[config.mk]
export PLATFORM = sky130hd
export DESIGN_NAME = add_sub_serial
export DESIGN_NICKNAME = d
export VERILOG_FILES = /design/src/rtl/add_sub_serial.sv
export SDC_FILE = /design/constraint.sdc
export NUM_CORES = 1
export LEC_CHECK = 0
export BUFFER_PORTS_ARGS = -buffer_cell sky130_fd_sc_hd__buf_2
export CAP_MARGIN = 25
export CELL_PAD_IN_SITES_DETAIL_PLACEMENT = 2
export CELL_PAD_IN_SITES_GLOBAL_PLACEMENT = 2
export CORE_ASPECT_RATIO = 1.75
export CORE_MARGIN = 2
export CORE_UTILIZATION = 31
export CTS_BUF_LIST = sky130_fd_sc_hd__clkbuf_8 sky130_fd_sc_hd__clkbuf_16
export DETAILED_ROUTE_END_ITERATION = 12
export PLACE_DENSITY_LB_ADDON = 0.1
export SLEW_MARGIN = 20
export SYNTH_ARGS = -nofsm -noshare
export SYNTH_HDL_FRONTEND = slang
export SYNTH_SLANG_ARGS = --single-unit
[constraint.sdc]
create_clock -name i_clk -period 2.6 [get_ports i_clk]
set_clock_uncertainty 0.15 [all_clocks]
set_input_delay 0.52 -clock i_clk [delete_from_list [all_inputs] [get_ports i_clk]]
set_output_delay 0.52 -clock i_clk [all_outputs]
set_load 0.005 [all_outputs]
[src/rtl/add_sub_serial.sv]
// Digit-serial two's-complement adder/subtractor: DIGIT bits per clock, LSB first,
// with valid/ready handshakes, carry/overflow/zero flags and optional saturation.
module add_sub_serial #(
  parameter int WIDTH = 16,
  parameter int DIGIT = 4
) (
  input  logic             i_clk,
  input  logic             i_rstn,
  input  logic             i_valid,
  output logic             o_ready,
  input  logic [WIDTH-1:0] i_a,
  input  logic [WIDTH-1:0] i_b,
  input  logic             i_s,
  input  logic             i_sat,
  output logic             o_valid,
  input  logic             i_ready,
  output logic [WIDTH-1:0] o_sum,
  output logic             o_cout,
  output logic             o_ovf,
  output logic             o_zero
);

  localparam int N     = WIDTH / DIGIT;
  localparam int CNT_W = (N > 1) ? $clog2(N) : 1;
  localparam logic [CNT_W-1:0] LAST = CNT_W'(N - 1);

  typedef enum logic [1:0] {
    S_IDLE = 2'd0,
    S_CALC = 2'd1,
    S_DONE = 2'd2
  } state_e;

  state_e             state_q, state_d;
  logic [WIDTH-1:0]   a_q, a_d;
  logic [WIDTH-1:0]   b_q, b_d;
  logic               sat_q, sat_d;
  logic               carry_q, carry_d;
  logic [CNT_W-1:0]   cnt_q, cnt_d;
  logic [WIDTH-1:0]   res_q, res_d;
  logic [WIDTH-1:0]   sum_q, sum_d;
  logic               cout_q, cout_d;
  logic               ovf_q, ovf_d;
  logic               zero_q, zero_d;

  // One digit of the ripple: low DIGIT bits of the shifted operands plus carry.
  logic [DIGIT:0]       digit_sum;
  logic [WIDTH+DIGIT-1:0] shift_cat;
  logic [WIDTH-1:0]     res_shift;
  logic                 final_cout;
  logic                 final_ovf;
  logic [WIDTH-1:0]     sat_val;
  logic [WIDTH-1:0]     final_sum;

  assign digit_sum = {1'b0, a_q[DIGIT-1:0]} + {1'b0, b_q[DIGIT-1:0]}
                   + (DIGIT+1)'(carry_q);

  // New digit enters from the MSB side; the concat form also covers DIGIT == WIDTH.
  assign shift_cat = {digit_sum[DIGIT-1:0], res_q};
  assign res_shift = shift_cat[WIDTH+DIGIT-1:DIGIT];

  // On the last digit a_q/b_q hold the operand MSBs in bit DIGIT-1, so
  // a^b^sum at that bit recovers the carry into bit WIDTH-1.
  assign final_cout = digit_sum[DIGIT];
  assign final_ovf  = a_q[DIGIT-1] ^ b_q[DIGIT-1] ^ digit_sum[DIGIT-1] ^ digit_sum[DIGIT];
  assign sat_val    = a_q[DIGIT-1] ? {1'b1, {(WIDTH-1){1'b0}}}
                                   : {1'b0, {(WIDTH-1){1'b1}}};
  assign final_sum  = (final_ovf && sat_q) ? sat_val : res_shift;

  always_comb begin
    // NOTE: every next-state signal gets its hold value first so no path
    // through the case statement can leave one unassigned and infer a latch.
    state_d = state_q;
    a_d     = a_q;
    b_d     = b_q;
    sat_d   = sat_q;
    carry_d = carry_q;
    cnt_d   = cnt_q;
    res_d   = res_q;
    sum_d   = sum_q;
    cout_d  = cout_q;
    ovf_d   = ovf_q;
    zero_d  = zero_q;

    unique case (state_q)
      S_IDLE: begin
        if (i_valid) begin
          a_d     = i_a;
          b_d     = i_b ^ {WIDTH{i_s}};
          sat_d   = i_sat;
          carry_d = i_s;
          cnt_d   = '0;
          state_d = S_CALC;
        end
      end

      S_CALC: begin
        a_d     = a_q >> DIGIT;
        b_d     = b_q >> DIGIT;
        carry_d = digit_sum[DIGIT];
        cnt_d   = cnt_q + CNT_W'(1);
        res_d   = res_shift;
        if (cnt_q == LAST) begin
          sum_d   = final_sum;
          cout_d  = final_cout;
          ovf_d   = final_ovf;
          zero_d  = (final_sum == '0);
          state_d = S_DONE;
        end
      end

      S_DONE: begin
        if (i_ready) begin
          state_d = S_IDLE;
        end
      end

      default: state_d = S_IDLE;
    endcase
  end

  // NOTE: datapath registers are reset too, so an aborted operation leaves no
  // stale operands, carry or count behind for the next one.
  always_ff @(posedge i_clk or negedge i_rstn) begin
    if (!i_rstn) begin
      state_q <= S_IDLE;
      a_q     <= '0;
      b_q     <= '0;
      sat_q   <= 1'b0;
      carry_q <= 1'b0;
      cnt_q   <= '0;
      res_q   <= '0;
      sum_q   <= '0;
      cout_q  <= 1'b0;
      ovf_q   <= 1'b0;
      zero_q  <= 1'b0;
    end else begin
      // NOTE: non-blocking updates so all registers see pre-edge values.
      state_q <= state_d;
      a_q     <= a_d;
      b_q     <= b_d;
      sat_q   <= sat_d;
      carry_q <= carry_d;
      cnt_q   <= cnt_d;
      res_q   <= res_d;
      sum_q   <= sum_d;
      cout_q  <= cout_d;
      ovf_q   <= ovf_d;
      zero_q  <= zero_d;
    end
  end

  // Handshake outputs are pure decodes of the state register.
  assign o_ready = (state_q == S_IDLE);
  assign o_valid = (state_q == S_DONE);
  assign o_sum   = sum_q;
  assign o_cout  = cout_q;
  assign o_ovf   = ovf_q;
  assign o_zero  = zero_q;

endmodule

==> results.md, run 1 <==
* Status: finished clean
* Pwr Density at about 1500 nW/µm²
* Antenna diode count at 0
* First-pass GRT wire length at about 14,000 µm
* Max Slew Vio Count at 0
* Multi-input gate area at 1380 µm²
* CP max FO at 5
* Total power at between 0.005 and 0.006 W
* Area of the mapped netlist at 3170 µm²
* Top-area cell type share of the netlist area at a little over half
* Worst flop-to-flop path startpoint: a_q[0]
* Worst rel slew slack at a little under half
* CP endpoint kind: flop
* Synthesis Warnings at 0
* Synth area leaders: dfrtp_1 54%, nand2_1 9.0%, o21ai_0 5.2%, nor2_1 5.0%, xnor2_1 4.4%
* Final Hold Viols at 0
* Rows at 48
* Unique cell type count in the Yosys netlist at 31
* GR Overflow Total at 0
* Root Buffer: clkbuf_16
* Final WL at 8690 µm
* Area of the core at slightly below 10,000 µm²
* Die height at 138 µm
* Final non-filler cell total at roughly 520
* Max Cap Viol at 0
* H-tree levels at 3
* VDD IR max at about 0.70 mV
* Worst R2R Setup Slack at between 60 and 70 ps
* Nets@finish at 436
* Synth area leader: dfrtp_1
* Req. time, crit path at 2660 ps
* Worst-Skew Late Latency at between 300 and 400 ps
* Synth Area per Inst at 9.57 µm²
* Met2 GRT Util at between 30% and 40%
* Most frequent cells in the layout: 76 x nand2_1, 69 x dfrtp_1, 58 x buf_2
* Clk sinks at 69
* Post-route ant nets at 0
* Share of cells above drive strength 1 at a little under a quarter
* Antenna violations before repair at 0
* RePlAce Congestion at 0.754
* Commonest non-fill, non-tap cell in the layout: nand2_1
* Min Tclk post-route at between 2000 and 3000 ps
* Largest net degree at the start of global routing at 45
* Vias in the first global route at 2,855
* P_leak at about 1.8 nW
* CTS clk-pin slew, worst paths at ~60 ps
* Clk buf depth at 2
* CTS tree: built
* Initial Utilization at 32.0%
* Io pins at 59
* Drt first pass iters at 4
* Power share of the sequential group at about a third
* FF-to-FF path depth at 7
* Routed len/inst at 16.6 µm
* Synthesized instance count at about 330
* Fin crit share at 97.3%
* TritonCTS buffer count at 9
* Fillers at 1,132
* Pint at about 0.0035 W
* Synth Register Bits at 69
* Register area at between 1500 and 2000 µm²
* P_sw at between 0.002 and 0.003 W
* GRT Util Overall at around 17%
* Syn Nets at 375
* RSZ-0062 raised after global routing: yes
* Via-to-Cell Ratio at slightly above 5
* Startpoint types: flop
* Clk pwr share at 18.2%
* Achievable frequency at 395 MHz
* Critical path type: flop to flop
* DRC violation count after routing at 0
* HP Class: input pin to async pin
* Setup violators final at 0
* DR vias at between 2,000 and 3,000
* Combinational power share at about 50%
* Crit path DAT at about 2600 ps
* Die area at ~11,000 µm²
* Die width at between 80 and 90 µm
* Switching Fraction at 41.8%
* M3 GR Usage at about 2.9%
* Routing usage on met1 at slightly below 20%
* GR peak layer: met2
* Sequential-to-total area share from yosys stat at 54.5%
* Worst slew pin tran at 794 ps
* PortBufs at 58
* Area delta synth->final at 24.3%
* R2R Path End: o_sum[15]
* Dpl cells at around 500
* Post-DP HPWL at 6120 µm
* DR iter-0 viols at ~100
## cell type report
type                            count  area share [%]
Timing Repair Buffer               71            10.4
Sequential cell                    69            43.8
Clock buffer                        9            5.72
Tap cell                          125            3.97
Inverter                            2           0.191
Multi-Input combinational cell    239            35.1
Clock inverter                      7           0.889
## cells in the mapped netlist, drive strengths merged
cell	count
dlygate4sd1	1
nand2	76
a22oi	1
a221o	12
nor2	42
o31a	1
a31oi	12
nand4	1
a32o	1
a21oi	18
nor4	3
fa	2
a21o	2
inv	2
nand2b	2
buf	6
and2	2
nand3	4
clkbuf	15
xnor2	17
nor2b	1
dfrtp	69
xor2	3
o21ai	33
ha	4
o22a	1
## power groups by stage
stage	logic (W)	clock network, W	registers (W)
after floorplan	0.00179	0	0.00189
after global placement	0.00258	0	0.00197
after detailed placement	0.00267	0	0.00200
after CTS	0.00284	0.00112	0.00199
after global routing	0.00331	0.00116	0.00205
final	0.00292	0.00109	0.00198
## how the worst max path moves through the flow
stage,start,end,slack (ps)
floorplan,a_q[0],o_sum[3],70
global placement,a_q[0],o_sum[13],50
detailed placement,a_q[0],o_sum[3],-30
CTS,a_q[0],o_sum[3],40
global route,a_q[0],o_sum[15],-50
finish,a_q[0],o_sum[15],70
## sequential cells by signal, summed over array words and instances (netlist names), 2 cells and up
| register | flops |
|---|---|
| cnt_q | 2 |
| res_q | 12 |
| o_sum | 16 |
| b_q | 16 |
| a_q | 16 |
| state_q | 2 |
## per-layer routing
| layer | part of all wire (%) | wire (µm) |
|---|---|---|
| met5 | 0 | 0 |
| met4 | 2.5 | 217 |
| met3 | 2.4 | 208 |
| met2 | 56 | 4870 |
| met1 | 39 | 3390 |
## logic make-up (layout without fill, tap and decap cells)
kind of cell / after synthesis / count (layout) / share of synthesized area [%]
flip-flops: 69 / 69 / 54.5
AND/OR/NAND/NOR: 131 / 131 / 16.4
adder cells (fa/ha/maj): 6 / 6 / 2.84
buffers and inverters: 24 / 89 / 3.71
AO/OA/AOI/OAI: 81 / 82 / 16.8
XOR/XNOR: 20 / 20 / 5.76
## through the flow
step           cell area [µm²]  setup WS [ps]  util (%)  hold WS (ps)  TNS (ps)
2_1_floorplan             3170           72.0         -          74.4         0
3_3_place_gp              3590           45.6      36.3           311         0
5_1_grt                   3940          -47.0      39.8          77.9      -115
6_report                  3940           69.9      39.8          50.5         0
4_1_cts                   3900           43.8      39.3          51.9         0
3_5_place_dp              3590          -30.6      36.3           329      -165
## worst max-delay path, cell delays in order, from the launching register on
cell	delay (ps)
dfrtp_1	410
fa_2	410
fa_2	360
a21o_1	220
a21oi_4	240
xnor2_4	180
o21ai_0	200
o22a_1	230
## what timing repair did
item | 4_1_cts | 5_1_grt
buffers inserted | 1 | 1
cloned | 1 | 0
setup endpoints to repair | 15 | 13
hold buffers | 0 | 0
pin swaps | 2 | 3
resized for setup | 5 | 5
No activity file was read; power rests on OpenSTA's default activity.
==> inputs of run 2 (changes only) <==
--- a/config.mk
+++ b/config.mk
@@ -5,6 +5,7 @@
 export SDC_FILE = /design/constraint.sdc
 export NUM_CORES = 1
 export LEC_CHECK = 0
+export ABC_AREA = 1
 export BUFFER_PORTS_ARGS = -buffer_cell sky130_fd_sc_hd__buf_2
 export CAP_MARGIN = 25
 export CELL_PAD_IN_SITES_DETAIL_PLACEMENT = 2
==> run 2 against run 1 <==
Against the previous run:
- synthesized cell count increased by 0.30%
- power increased by 4.1%
- first-iteration DRC count decreased by 43%
- via count fell by 2.6%
- sequential power is essentially flat
- design area is 3.0% higher
- clock-buffer cell count is 1 higher
- combinational power about the same
- critical endpoint is now o_sum[2]
- highest routed layer unchanged
==> results.md, run 2 <==
* Status: finished clean (unchanged)
* Routed len/inst at 17.2 µm (was 16.6 µm)
* Clk sinks at 69 (unchanged)
* WL met1 at 3470 µm (was 3390 µm)
* Synthesis Warnings at 0 (unchanged)
* Number of flops mapped to enable cells by yosys at 0 (unchanged)
* Req. time, crit path at 2660 ps (about the same)
* Ys flop type: dfrtp_1 (unchanged)
* HP Class: input pin to async pin (unchanged)
* Final non-filler cell total at 524 (was 522)
* Nets@finish at 433 (was 436)
* Util after Layout at 38.4% (was 39.8%)
* CTS tree: built (unchanged)
* Cell area after layout at 4060 µm² (was 3940 µm²)
* Final WL at 9010 µm (was 8690 µm)
* Synth Register Bits at 69 (unchanged)
* Post-DP HPWL at 6480 µm (was 6120 µm)
* H-tree levels at 3 (unchanged)
* Final Hold Viols at 0 (unchanged)
* DR vias at 2,575 (was 2,645)
* Max incr delay on CP at 420 ps (was 410 ps)
* Count leader, synth: nand2_1 (unchanged)
* Metal2 WL at 5050 µm (was 4870 µm)
* R2R Path End: o_sum[2] (was o_sum[15])
* Area of the mapped netlist at 3320 µm² (was 3170 µm²)
* Worst flop-to-flop path startpoint: a_q[0] (unchanged)
* Unique cell type count in the Yosys netlist at 37 (was 31)
* Fillers at 1,174 (was 1,132)
* Most frequent cells in the layout: 83 x nand2_1, 69 x dfrtp_1, 58 x buf_2 (was 76 x nand2_1, 69 x dfrtp_1, 58 x buf_2)
* Post-CTS Setup Bufs at 0 (was 1)
* Crit-path cells: fa_2, fa_2, nand2_1, nand2_1, nand2_2, nand2_2, and2_4, nand3_4, nand2_2, inv_4, a2bb2oi_1 (was fa_2, fa_2, a21o_1, a21oi_4, xnor2_4, o21ai_0, o22a_1)
* Antenna diode count at 0 (unchanged)
* Post-route ant nets at 0 (unchanged)
* Max Slew Vio Count at 0 (unchanged)
* Clk buf depth at 2 (unchanged)
* Die width at 82.3 µm (was 80.4 µm)
* RePlAce Congestion at 0.772 (was 0.754)
* FF-to-FF path depth at 11 (was 7)
* PortBufs at 58 (unchanged)
* Die height at 141 µm (was 138 µm)
* Initial Utilization at 31.4% (was 32.0%)
* Worst R2R Setup Slack at 210 ps (was 70 ps)
* Critical path type: flop to flop (unchanged)
* GR Overflow Total at 0 (unchanged)
* Syn Nets at 376 (was 375)
* Fin crit share at 91.7% (was 97.3%)
* DR iter-0 viols at 58 (was 102)
* Synth Area per Inst at 10.0 µm² (was 9.57 µm²)
* Synth area leaders: dfrtp_1 52%, nand2_1 9.4%, a2bb2oi_2 4.5%, xnor2_1 4.2%, o21ai_0 2.9% (was dfrtp_1 54%, nand2_1 9.0%, o21ai_0 5.2%, nor2_1 5.0%, xnor2_1 4.4%)
* DRC violation count after routing at 0 (unchanged)
* Top sig layer: met4 (unchanged)
* Commonest non-fill, non-tap cell in the layout: nand2_1 (unchanged)
* Worst rel slew slack at 66.5% (was 47.0%)
* Synthesized instance count at 332 (was 331)
* Most frequent cells after synthesis: 83 x nand2_1, 69 x dfrtp_1, 24 x inv_1, 19 x o21ai_0, 16 x xnor2_1 (was 76 x nand2_1, 69 x dfrtp_1, 42 x nor2_1, 33 x o21ai_0)
* VDD IR max at 0.712 mV (was 0.695 mV)
* CP endpoint kind: flop (unchanged)
* Sequential-to-total area share from yosys stat at 51.9% (was 54.5%)
* TritonCTS buffer count at 9 (unchanged)
* Dpl cell area at 3720 µm² (was 3590 µm²)
* Vias in the first global route at 2,903 (was 2,855)
* RSZ-0062 raised after global routing: no (was yes)
* Setup violators final at 0 (unchanged)
* Io pins at 59 (unchanged)
* Drt first pass iters at 4 (unchanged)
* P_leak at 1.87 nW (was 1.83 nW)
* Pwr Density at 1530 nW/µm² (was 1520 nW/µm²)
* Largest net degree at the start of global routing at 70 (was 45)
* First-pass GRT wire length at 14,800 µm (was 14,300 µm)
* Top-area cell type share of the netlist area at 51.9% (was 54.5%)
* CP max-delay cell: fa_2 (was dfrtp_1)
* Crit path DAT at 2450 ps (was 2590 ps)
* Min Tclk post-route at 2390 ps (was 2530 ps)
* Area delta synth->final at 22.1% (was 24.3%)
* Root Buffer: clkbuf_16 (unchanged)
* Antenna violations before repair at 0 (unchanged)
* Crit path top cell by count: nand2_2 (was fa_2)
* CTS clk-pin slew, worst paths at 60 ps (about the same)
* Startpoint types: flop (unchanged)
* Share of cells above drive strength 1 at 28.2% (was 23.9%)
* Achievable frequency at 419 MHz (was 395 MHz)
* Max Cap Viol at 0 (unchanged)
* Rows at 50 (was 48)
* Ys async rst share at 100% (unchanged)
* Die area at 11,600 µm² (was 11,100 µm²)
* Synth area leader: dfrtp_1 (unchanged)
* Worst slew pin tran at 502 ps (was 794 ps)
* Metal3 WL at 283 µm (was 208 µm)
* CP max FO at 13 (was 5)
* Dpl cells at 508 (was 502)
* Worst-Skew Late Latency at 340 ps (was 330 ps)
* Via-to-Cell Ratio at 4.91 (was 5.07)
* GRT Util Overall at 17.3% (was 17.2%)
* Area of the core at 10,600 µm² (was 9910 µm²)
-- run 2: through the flow --
stage | total power [W] | hold WS, ps | TNS (ps) | setup WS, ps
3_3_place_gp | 0.00484 | 314 | 0 | 69.6
6_report | 0.00623 | 55.8 | 0 | 215
3_5_place_dp | 0.00496 | 322 | -16.3 | -13.0
4_1_cts | 0.00635 | 71.0 | 0 | 21.8
2_1_floorplan | 0.00407 | 74.4 | 0 | 255
5_1_grt | 0.00679 | 77.2 | 0 | 72.1
-- run 2: cell type report --
type,count,area (µm²),area share [%]
repair buffers,63,340,8.38
inverters,29,111,2.74
multi-input cells,217,1390,34.3
well taps,130,163,4.01
flip-flops and latches,69,1730,42.5
clock inverters,6,86.3,2.13
clock buffers,10,239,5.89
-- run 2: layer usage --
layer  track usage, %  up-vias
met5                0        -
met4             7.11        0
met3             3.97       15
met2             31.0       49
met1             18.8     1283
li1                 -     1228
-- run 2: where the power goes --
group	total (W)	switching [W]	internal [W]
clock	0.00134	0.000472	0.000863
sequential	0.00198	0.000369	0.00161
combinational	0.00291	0.00176	0.00116
-- run 2: kinds of logic (layout without fill, tap and decap cells) --
group / Yosys count / after routing / synth area share (%)
simple gates: 122 / 122 / 16.3
compound gates: 70 / 70 / 17.4
buf+inv: 46 / 108 / 6.55
xor+xnor: 18 / 18 / 4.74
mux: 1 / 1 / 0.339
flops: 69 / 69 / 51.9
fa+ha+maj: 6 / 6 / 2.71
-- run 2: how the worst max path moves through the flow --
stage / slack, ps / end / startpoint
after floorplan: 260 / o_sum[10] / a_q[0]
after global placement: 70 / o_sum[1] / a_q[0]
after detailed placement: -10 / o_sum[2] / a_q[0]
after CTS: 20 / o_zero / a_q[0]
after global routing: 70 / o_sum[1] / a_q[0]
final: 210 / o_sum[2] / a_q[0]
-- run 2: worst max-delay path, delay by kind of cell, from the launching register on --
kind / cells / cell delay [ps]
adder cells (fa/ha/maj): 2 / 800
AND/OR/NAND/NOR: 7 / 620
buffers and inverters: 1 / 180
AO/OA/AOI/OAI: 1 / 90
flip-flops: 1 / 400
-- run 2: repair_timing --
action                     4_1_cts  5_1_grt
gates resized for setup          1        3
setup endpoints to repair        3       14
hold buffers                     0        0
